### config.mk
export PLATFORM = sky130hd
export DESIGN_NAME = st7789_spi_rx
export DESIGN_NICKNAME = d
export VERILOG_FILES = /design/src/rtl/st7789_spi_rx.sv
export SDC_FILE = /design/constraint.sdc
export NUM_CORES = 1
export LEC_CHECK = 0
export CORE_ASPECT_RATIO = 1.25
export CORE_UTILIZATION = 58
export DETAILED_ROUTE_END_ITERATION = 10
export HOLD_SLACK_MARGIN = 0.1
export PLACE_DENSITY = 0.8
export SYNTH_ARGS = -nofsm -noshare
export SYNTH_HDL_FRONTEND = slang
export SYNTH_SLANG_ARGS = --single-unit
export TNS_END_PERCENT = 50
### constraint.sdc
create_clock -name clk_i -period 5.69 [get_ports clk_i]
set_input_delay 1.138 -clock clk_i [delete_from_list [all_inputs] [get_ports clk_i]]
set_output_delay 1.138 -clock clk_i [all_outputs]
set_load 0.02 [all_outputs]
### src/rtl/st7789_spi_rx.sv
`timescale 1ns/1ps
`default_nettype none
// ============================================================================
//  Module      : st7789_spi_rx
//  Description : Receive-side model of the ST7789 panel write interface.
//                Deserializes the 9-bit (DC + 8-bit) SPI mode-2 MSB-first
//                link, decodes CASET / RASET / RAMWR / SWRESET and emits
//                pixel writes addressed {y[7:0], x[7:0]}.
//  Ports       : clk_i, rst_i (async, active-high)
//                sda_i, scl_i, dc_i, res_i   raw panel-side inputs
//                byte_valid_o/byte_o/byte_dc_o  received byte stream
//                px_we_o/px_addr_o/px_data_o    pixel write port
//                frame_done_o                   last pixel of the window
//  Revision    : 1.0  initial release
// ============================================================================
module st7789_spi_rx #(
    parameter int SYNC_STAGES = 2,
    parameter int DEF_XE      = 239,
    parameter int DEF_YE      = 239
) (
    input  logic        clk_i,
    input  logic        rst_i,
    input  logic        sda_i,
    input  logic        scl_i,
    input  logic        dc_i,
    input  logic        res_i,
    output logic        byte_valid_o,
    output logic [7:0]  byte_o,
    output logic        byte_dc_o,
    output logic        px_we_o,
    output logic [15:0] px_addr_o,
    output logic [15:0] px_data_o,
    output logic        frame_done_o
);

    localparam logic [7:0] C_CMD_SWRESET = 8'h01;
    localparam logic [7:0] C_CMD_CASET   = 8'h2A;
    localparam logic [7:0] C_CMD_RASET   = 8'h2B;
    localparam logic [7:0] C_CMD_RAMWR   = 8'h2C;
    localparam logic [7:0] C_DEF_XE      = 8'(DEF_XE);
    localparam logic [7:0] C_DEF_YE      = 8'(DEF_YE);
    localparam logic [2:0] C_IDX_SAT     = 3'd4;
    // Synchronizer lane order {res, dc, sda, scl}; idle levels res=1, scl=1.
    localparam logic [3:0] C_SYNC_RST    = 4'b1001;

    // ------------------------------------------------------------------
    // Input synchronizers
    // ------------------------------------------------------------------
    logic [3:0] sync_q [SYNC_STAGES];
    logic [3:0] sync_d [SYNC_STAGES];

    always_comb begin
        sync_d[0] = {res_i, dc_i, sda_i, scl_i};
        for (int i = 1; i < SYNC_STAGES; i++) begin
            sync_d[i] = sync_q[i-1];
        end
    end

    always_ff @(posedge clk_i or posedge rst_i) begin
        if (rst_i) begin
            for (int i = 0; i < SYNC_STAGES; i++) begin
                sync_q[i] <= C_SYNC_RST;
            end
        end else begin
            sync_q <= sync_d;
        end
    end

    logic w_scl;
    logic w_sda;
    logic w_dc;
    logic w_res;
    logic w_scl_fall;

    assign {w_res, w_dc, w_sda, w_scl} = sync_q[SYNC_STAGES-1];

    // ------------------------------------------------------------------
    // State
    // ------------------------------------------------------------------
    logic        scl_prev_q,   scl_prev_d;
    logic [2:0]  bit_cnt_q,    bit_cnt_d;
    logic [6:0]  shift_q,      shift_d;
    logic [7:0]  byte_q,       byte_d;
    logic        byte_dc_q,    byte_dc_d;
    logic        byte_done_q,  byte_done_d;
    logic        byte_valid_q, byte_valid_d;
    logic [7:0]  cur_cmd_q,    cur_cmd_d;
    logic [2:0]  param_idx_q,  param_idx_d;
    logic        hi_pend_q,    hi_pend_d;
    logic [7:0]  hi_q,         hi_d;
    logic [7:0]  xs_q,         xs_d;
    logic [7:0]  ys_q,         ys_d;
    logic [7:0]  xe_q,         xe_d;
    logic [7:0]  ye_q,         ye_d;
    logic [7:0]  x_q,          x_d;
    logic [7:0]  y_q,          y_d;
    logic        px_we_q,      px_we_d;
    logic [15:0] px_addr_q,    px_addr_d;
    logic [15:0] px_data_q,    px_data_d;
    logic        frame_done_q, frame_done_d;

    assign w_scl_fall = scl_prev_q & ~w_scl;

    always_comb begin
        scl_prev_d   = w_scl;
        bit_cnt_d    = bit_cnt_q;
        shift_d      = shift_q;
        byte_d       = byte_q;
        byte_dc_d    = byte_dc_q;
        byte_done_d  = 1'b0;
        byte_valid_d = 1'b0;
        cur_cmd_d    = cur_cmd_q;
        param_idx_d  = param_idx_q;
        hi_pend_d    = hi_pend_q;
        hi_d         = hi_q;
        xs_d         = xs_q;
        ys_d         = ys_q;
        xe_d         = xe_q;
        ye_d         = ye_q;
        x_d          = x_q;
        y_d          = y_q;
        px_we_d      = 1'b0;
        px_addr_d    = px_addr_q;
        px_data_d    = px_data_q;
        frame_done_d = 1'b0;

        // Bit capture: only the falling edge of SCL matters.
        if (w_scl_fall) begin
            shift_d   = {shift_q[5:0], w_sda};
            bit_cnt_d = bit_cnt_q + 3'd1;
            if (bit_cnt_q == 3'd7) begin
                byte_d      = {shift_q, w_sda};
                byte_dc_d   = w_dc;
                byte_done_d = 1'b1;
            end
        end

        // Byte decode runs one cycle after capture so that byte_valid_o
        // and px_we_o for the same byte land in the same cycle.
        if (byte_done_q) begin
            byte_valid_d = 1'b1;
            if (!byte_dc_q) begin
                cur_cmd_d   = byte_q;
                param_idx_d = 3'd0;
                hi_pend_d   = 1'b0;  // a half pixel in flight is dropped
                case (byte_q)
                    C_CMD_SWRESET: begin
                        xs_d = 8'd0;
                        ys_d = 8'd0;
                        xe_d = C_DEF_XE;
                        ye_d = C_DEF_YE;
                    end
                    C_CMD_RAMWR: begin
                        x_d = xs_q;
                        y_d = ys_q;
                    end
                    default: ;
                endcase
            end else begin
                case (cur_cmd_q)
                    C_CMD_CASET, C_CMD_RASET: begin
                        if (param_idx_q != C_IDX_SAT) begin
                            param_idx_d = param_idx_q + 3'd1;
                            // Index 0/2 carry the unused high bytes.
                            if (param_idx_q == 3'd1) begin
                                if (cur_cmd_q == C_CMD_CASET) xs_d = byte_q;
                                else                          ys_d = byte_q;
                            end else if (param_idx_q == 3'd3) begin
                                if (cur_cmd_q == C_CMD_CASET) xe_d = byte_q;
                                else                          ye_d = byte_q;
                            end
                        end
                    end
                    C_CMD_RAMWR: begin
                        if (!hi_pend_q) begin
                            hi_d      = byte_q;
                            hi_pend_d = 1'b1;
                        end else begin
                            hi_pend_d = 1'b0;
                            px_we_d   = 1'b1;
                            px_addr_d = {y_q, x_q};
                            px_data_d = {hi_q, byte_q};
                            // Equality-only compare: a window with start > end
                            // wraps through 255 until it meets the end value.
                            if (x_q != xe_q) begin
                                x_d = x_q + 8'd1;
                            end else if (y_q != ye_q) begin
                                x_d = xs_q;
                                y_d = y_q + 8'd1;
                            end else begin
                                x_d          = xs_q;
                                y_d          = ys_q;
                                frame_done_d = 1'b1;
                            end
                        end
                    end
                    default: ;
                endcase
            end
        end

        // Panel hardware reset: same state as rst_i, held while low.
        if (!w_res) begin
            scl_prev_d   = 1'b1;
            bit_cnt_d    = 3'd0;
            shift_d      = 7'd0;
            byte_d       = 8'd0;
            byte_dc_d    = 1'b0;
            byte_done_d  = 1'b0;
            byte_valid_d = 1'b0;
            cur_cmd_d    = 8'd0;
            param_idx_d  = 3'd0;
            hi_pend_d    = 1'b0;
            hi_d         = 8'd0;
            xs_d         = 8'd0;
            ys_d         = 8'd0;
            xe_d         = C_DEF_XE;
            ye_d         = C_DEF_YE;
            x_d          = 8'd0;
            y_d          = 8'd0;
            px_we_d      = 1'b0;
            px_addr_d    = 16'd0;
            px_data_d    = 16'd0;
            frame_done_d = 1'b0;
        end
    end

    always_ff @(posedge clk_i or posedge rst_i) begin
        if (rst_i) begin
            scl_prev_q   <= 1'b1;
            bit_cnt_q    <= 3'd0;
            shift_q      <= 7'd0;
            byte_q       <= 8'd0;
            byte_dc_q    <= 1'b0;
            byte_done_q  <= 1'b0;
            byte_valid_q <= 1'b0;
            cur_cmd_q    <= 8'd0;
            param_idx_q  <= 3'd0;
            hi_pend_q    <= 1'b0;
            hi_q         <= 8'd0;
            xs_q         <= 8'd0;
            ys_q         <= 8'd0;
            xe_q         <= C_DEF_XE;
            ye_q         <= C_DEF_YE;
            x_q          <= 8'd0;
            y_q          <= 8'd0;
            px_we_q      <= 1'b0;
            px_addr_q    <= 16'd0;
            px_data_q    <= 16'd0;
            frame_done_q <= 1'b0;
        end else begin
            scl_prev_q   <= scl_prev_d;
            bit_cnt_q    <= bit_cnt_d;
            shift_q      <= shift_d;
            byte_q       <= byte_d;
            byte_dc_q    <= byte_dc_d;
            byte_done_q  <= byte_done_d;
            byte_valid_q <= byte_valid_d;
            cur_cmd_q    <= cur_cmd_d;
            param_idx_q  <= param_idx_d;
            hi_pend_q    <= hi_pend_d;
            hi_q         <= hi_d;
            xs_q         <= xs_d;
            ys_q         <= ys_d;
            xe_q         <= xe_d;
            ye_q         <= ye_d;
            x_q          <= x_d;
            y_q          <= y_d;
            px_we_q      <= px_we_d;
            px_addr_q    <= px_addr_d;
            px_data_q    <= px_data_d;
            frame_done_q <= frame_done_d;
        end
    end

    assign byte_valid_o = byte_valid_q;
    assign byte_o       = byte_q;
    assign byte_dc_o    = byte_dc_q;
    assign px_we_o      = px_we_q;
    assign px_addr_o    = px_addr_q;
    assign px_data_o    = px_data_q;
    assign frame_done_o = frame_done_q;

endmodule
`default_nettype wire

==> impl.org <==
** Floorplan
- Measured along the x axis, the die boundary spans roughly 94 um.
- 50 I/O pins were placed.
- Starting utilization of the core area :: 60.4%
- The floorplan has between 40 and 50 rows.
- Placeable core region :: about 10000 um^2
- Die H :: 118 um
- The die covers between 10000 and 15000 um^2.

** Synthesis
- Mapped Area :: 6200 um^2
- Flop and latch count out of synthesis :: about 130
- Share of async-settable or async-resettable flops after synthesis :: 100%
- After synthesis, flip-flops and latches occupy about 54% of the total area.
- The cell count after synthesis came out at 600.
- Synth top area share :: a little under half
- Yosys warnings :: 0
- Cell type contributing the most total cell area after synthesis :: sky130_fd_sc_hd__dfrtp_1
- Ranking of synthesized cells by area :: sky130_fd_sc_hd__dfrtp_1 46%, sky130_fd_sc_hd__dfstp_2 8.1%, sky130_fd_sc_hd__nand2_1 7.0%
- Mean cell area of the mapped netlist :: 10.3 um^2
- Counting every net in the synthesized netlist gives 614.
- Counting distinct cell types in the post-synthesis netlist gives 63.
- Counting flops with a built-in enable in the synthesized netlist gives 0.
- Among all flip-flop cells after synthesis, the most frequent one is sky130_fd_sc_hd__dfrtp_1.

** Clock network
- Hold buffer count at cts :: 0
- Number of clock sinks :: 132
- Clock tree synthesis inserted a total of 17 buffers.
- Worst-Skew Late Latency :: slightly above 0.4 ns
- Clock edge transition at the registers on the reported setup and hold paths :: roughly 0.05 ns
- Post-CTS repair changed the size of 0 cells.
- Clock tree synthesis selected as its root buffer the cell sky130_fd_sc_hd__clkbuf_16.
- Bufs on Longest Clock Path :: 2
- After clock tree synthesis, the setup repair step added 0 buffers.
- Clock H-tree levels :: 4
- TritonCTS built the clock tree.

** Place
- Post-DP HPWL :: approximately 9.8 mm
- Port-buffer cells :: a little under 50
- At the end of routability-driven placement, the weighted congestion stood at a little over 0.9.
- Post-place setup slack :: slightly above 3 ns

** Timing
- At the pin with the least slew margin, the transition time is between 0.9 and 1 ns.
- After layout, the minimum clock period comes to 2.96 ns.
- Worst clock skew :: about 0.0065 ns
- Least setup slack across all paths after layout :: approximately 2.7 ns
- Final Cycle Share :: a little over half
- Number of hold violations in the final report :: 0
- Relative slew slack :: approximately two fifths
- For this run, the top clock speed supported by timing is ~340 MHz.
- Setup TNS after final layout :: 0 ns
- Finish-stage setup viols :: 0
- Number of max-slew violations in the final report :: 0
- Setup repair after global routing left no endpoint under its margin.

** Run status
- Status :: complete, no violations

** Routing
- Iter 0 DRT Violations :: between 400 and 500
- Drt total wl :: approximately 15 mm
- Number of iterations in the first detailed-routing pass :: 5
- In the final routed layout, each cell accounts on average for approximately 19 um.
- Antenna violation net count after detailed routing :: 0
- For this run, design rule violations remaining after detail routing come to 0.
- Average vias per placed instance :: 6.09
- Via Count :: 4727

** Global routing
- Largest net degree at the start of global routing :: between 70 and 80
- Antenna violations before repair :: 0
- The first global-routing pass estimated between 20 and 25 mm of wire.
- The number of global-route vias before repair came to between 4000 and 5000.
- In the global route stage, overall resource usage came out at 29.5%.
- After global routing the overflow that remains totals 0.

** Worst setup path
- Critical Path RT :: ~4.6 ns
- Among all stages on the critical path, the largest delay is contributed by sky130_fd_sc_hd__clkdlybuf4s50_1.
- Worst setup path category :: reg -> out
- Series of cell instances along the critical path :: clkdlybuf4s50_1
- In this run the worst path has a maximum fanout of 12.
- For the worst setup path, the data arrival time is roughly 1.8 ns.
- Crit path buf inv count :: 1
- Capturing element type of the critical path :: output pin
- CP startpoint kind :: flop
- In this design, the largest share of critical-path delay is due to buffers and inverters.
- R2r setup slk :: between 3 and 4 ns
- On the worst path, the slowest cell contributes a delay of about 0.71 ns.

** Power
- Total design power :: about 0.0021 W
- Pwr/cell area :: approximately 280 nW/um^2
- VDD sags by at most approximately 0.00024 V.
- The analysis attributes to cell leakage a power of ~3.0 nW.

** Flow run
- Max-cap violations :: 0

** Cells and area
- Final #Nets :: about 650
- Compared with the post-synthesis result, the final layout area differs by 17.1%.
- 0 antenna diodes ended up in the layout.
- Layout cells sized above 1 :: between 10% and 20%

** Worst hold path
- Hold WC Path Type :: reg -> reg
[cell families (layout without fill, tap and decap cells)]
logic type / Yosys count / after routing / share of synthesized area [%]
adders and majority gates: 8 / 8 / 1.61
DFF: 132 / 132 / 53.7
xor gates and xnor gates: 17 / 17 / 2.40
and+or+nand+nor: 232 / 232 / 18.4
AOI/OAI and AO/OA: 121 / 121 / 13.9
buffers and inverters: 55 / 102 / 4.32
muxes: 35 / 35 / 5.71
[state kept, by name (all words and copies together) (netlist names), 3 cells and up]
| name | count |
|---|---|
| byte_o | 8 |
| hi_q | 8 |
| cur_cmd_q | 8 |
| px_data_o | 16 |
| sync_d | 4 |
| x_q | 8 |
| bit_cnt_q | 3 |
| sync_q | 4 |
| ye_q | 8 |
| xe_q | 8 |
| ys_q | 8 |
| px_addr_o | 16 |
| xs_q | 8 |
| shift_q | 7 |
| y_q | 8 |
| param_idx_q | 3 |
[cell usage in the layout (no fill, tap or decap), drive strengths merged, types with 9 or more instances in the layout]
master and instances:
dfrtp 113, clkdlybuf4s50 49, mux2i 32, nand4 14, nor2 42, xnor2 9
a21oi 51, o21ai 9, a22o 16, inv 15, nand3 18, nand2 118
dfstp 19, o22a 14, clkbuf 23
[routing by layer]
metal | up-vias | track usage, % | wire (um)
met5 | - | 0 | 0
met4 | 0 | 12.5 | 391
met3 | 31 | 6.59 | 836
met2 | 189 | 48.0 | 7660
met1 | 2343 | 37.6 | 6040
li1 | 2164 | - | -
[cell usage after synthesis (5+ instances only)]
library cell	n
sky130_fd_sc_hd__xor2_1	8
sky130_fd_sc_hd__nand2_1	116
sky130_fd_sc_hd__clkbuf_1	23
sky130_fd_sc_hd__dfstp_2	19
sky130_fd_sc_hd__or2_2	5
sky130_fd_sc_hd__a21oi_1	51
sky130_fd_sc_hd__o22a_1	13
sky130_fd_sc_hd__nand4_1	14
sky130_fd_sc_hd__mux2i_1	32
sky130_fd_sc_hd__nand3_1	17
sky130_fd_sc_hd__nor2_1	40
sky130_fd_sc_hd__nor3_1	6
sky130_fd_sc_hd__ha_1	8
sky130_fd_sc_hd__o21ai_0	7
sky130_fd_sc_hd__xnor2_1	9
sky130_fd_sc_hd__o211ai_1	7
sky130_fd_sc_hd__buf_6	5
sky130_fd_sc_hd__buf_2	8
sky130_fd_sc_hd__a22o_1	16
sky130_fd_sc_hd__inv_1	15
sky130_fd_sc_hd__dfrtp_1	113
[report_power, final]
part | internal [W] | switching, W | total (W)
sequential | 0.000947 | 0.00000443 | 0.000951
combinational | 0.0000115 | 0.0000389 | 0.0000504
clock | 0.000665 | 0.000386 | 0.00105
total | 0.00162 | 0.000430 | 0.00205
[per-stage QoR]
stage / std cells / utilization [%] / cell area, um^2 / hold WS (ns)
3_5_place_dp: 744 / 65.2 / 6690 / 0.342
5_1_grt: 776 / 70.8 / 7260 / 0.360
2_1_floorplan: 600 / - / 6200 / 0.331
3_3_place_gp: 744 / 65.2 / 6690 / 0.334
4_1_cts: 776 / 70.8 / 7260 / 0.354
6_report: 776 / 70.8 / 7260 / 0.351
[worst paths after layout]
path	from	end	cells after the start
setup / recovery	byte_o[0]	byte_o[0]	1
hold / removal	sync_d[1]	sync_q[1]	0
setup reg to reg	cur_cmd_q[7]	px_data_o[9]	6
hold reg to reg	sync_d[1]	sync_q[1]	0
max in group asynchronous	rst_i	ye_q[4]	3
min in group asynchronous	rst_i	cur_cmd_q[6]	2
[cell type report]
type	count	area, um^2
clock buffer	23	468
clock inverter	9	105
fill	747	3000
sequential	132	3330
tap	129	161
inverter	15	58.8
timing repair buffer	55	536
multi-input combinational	413	2610
(Power assumes the default switching activity.)
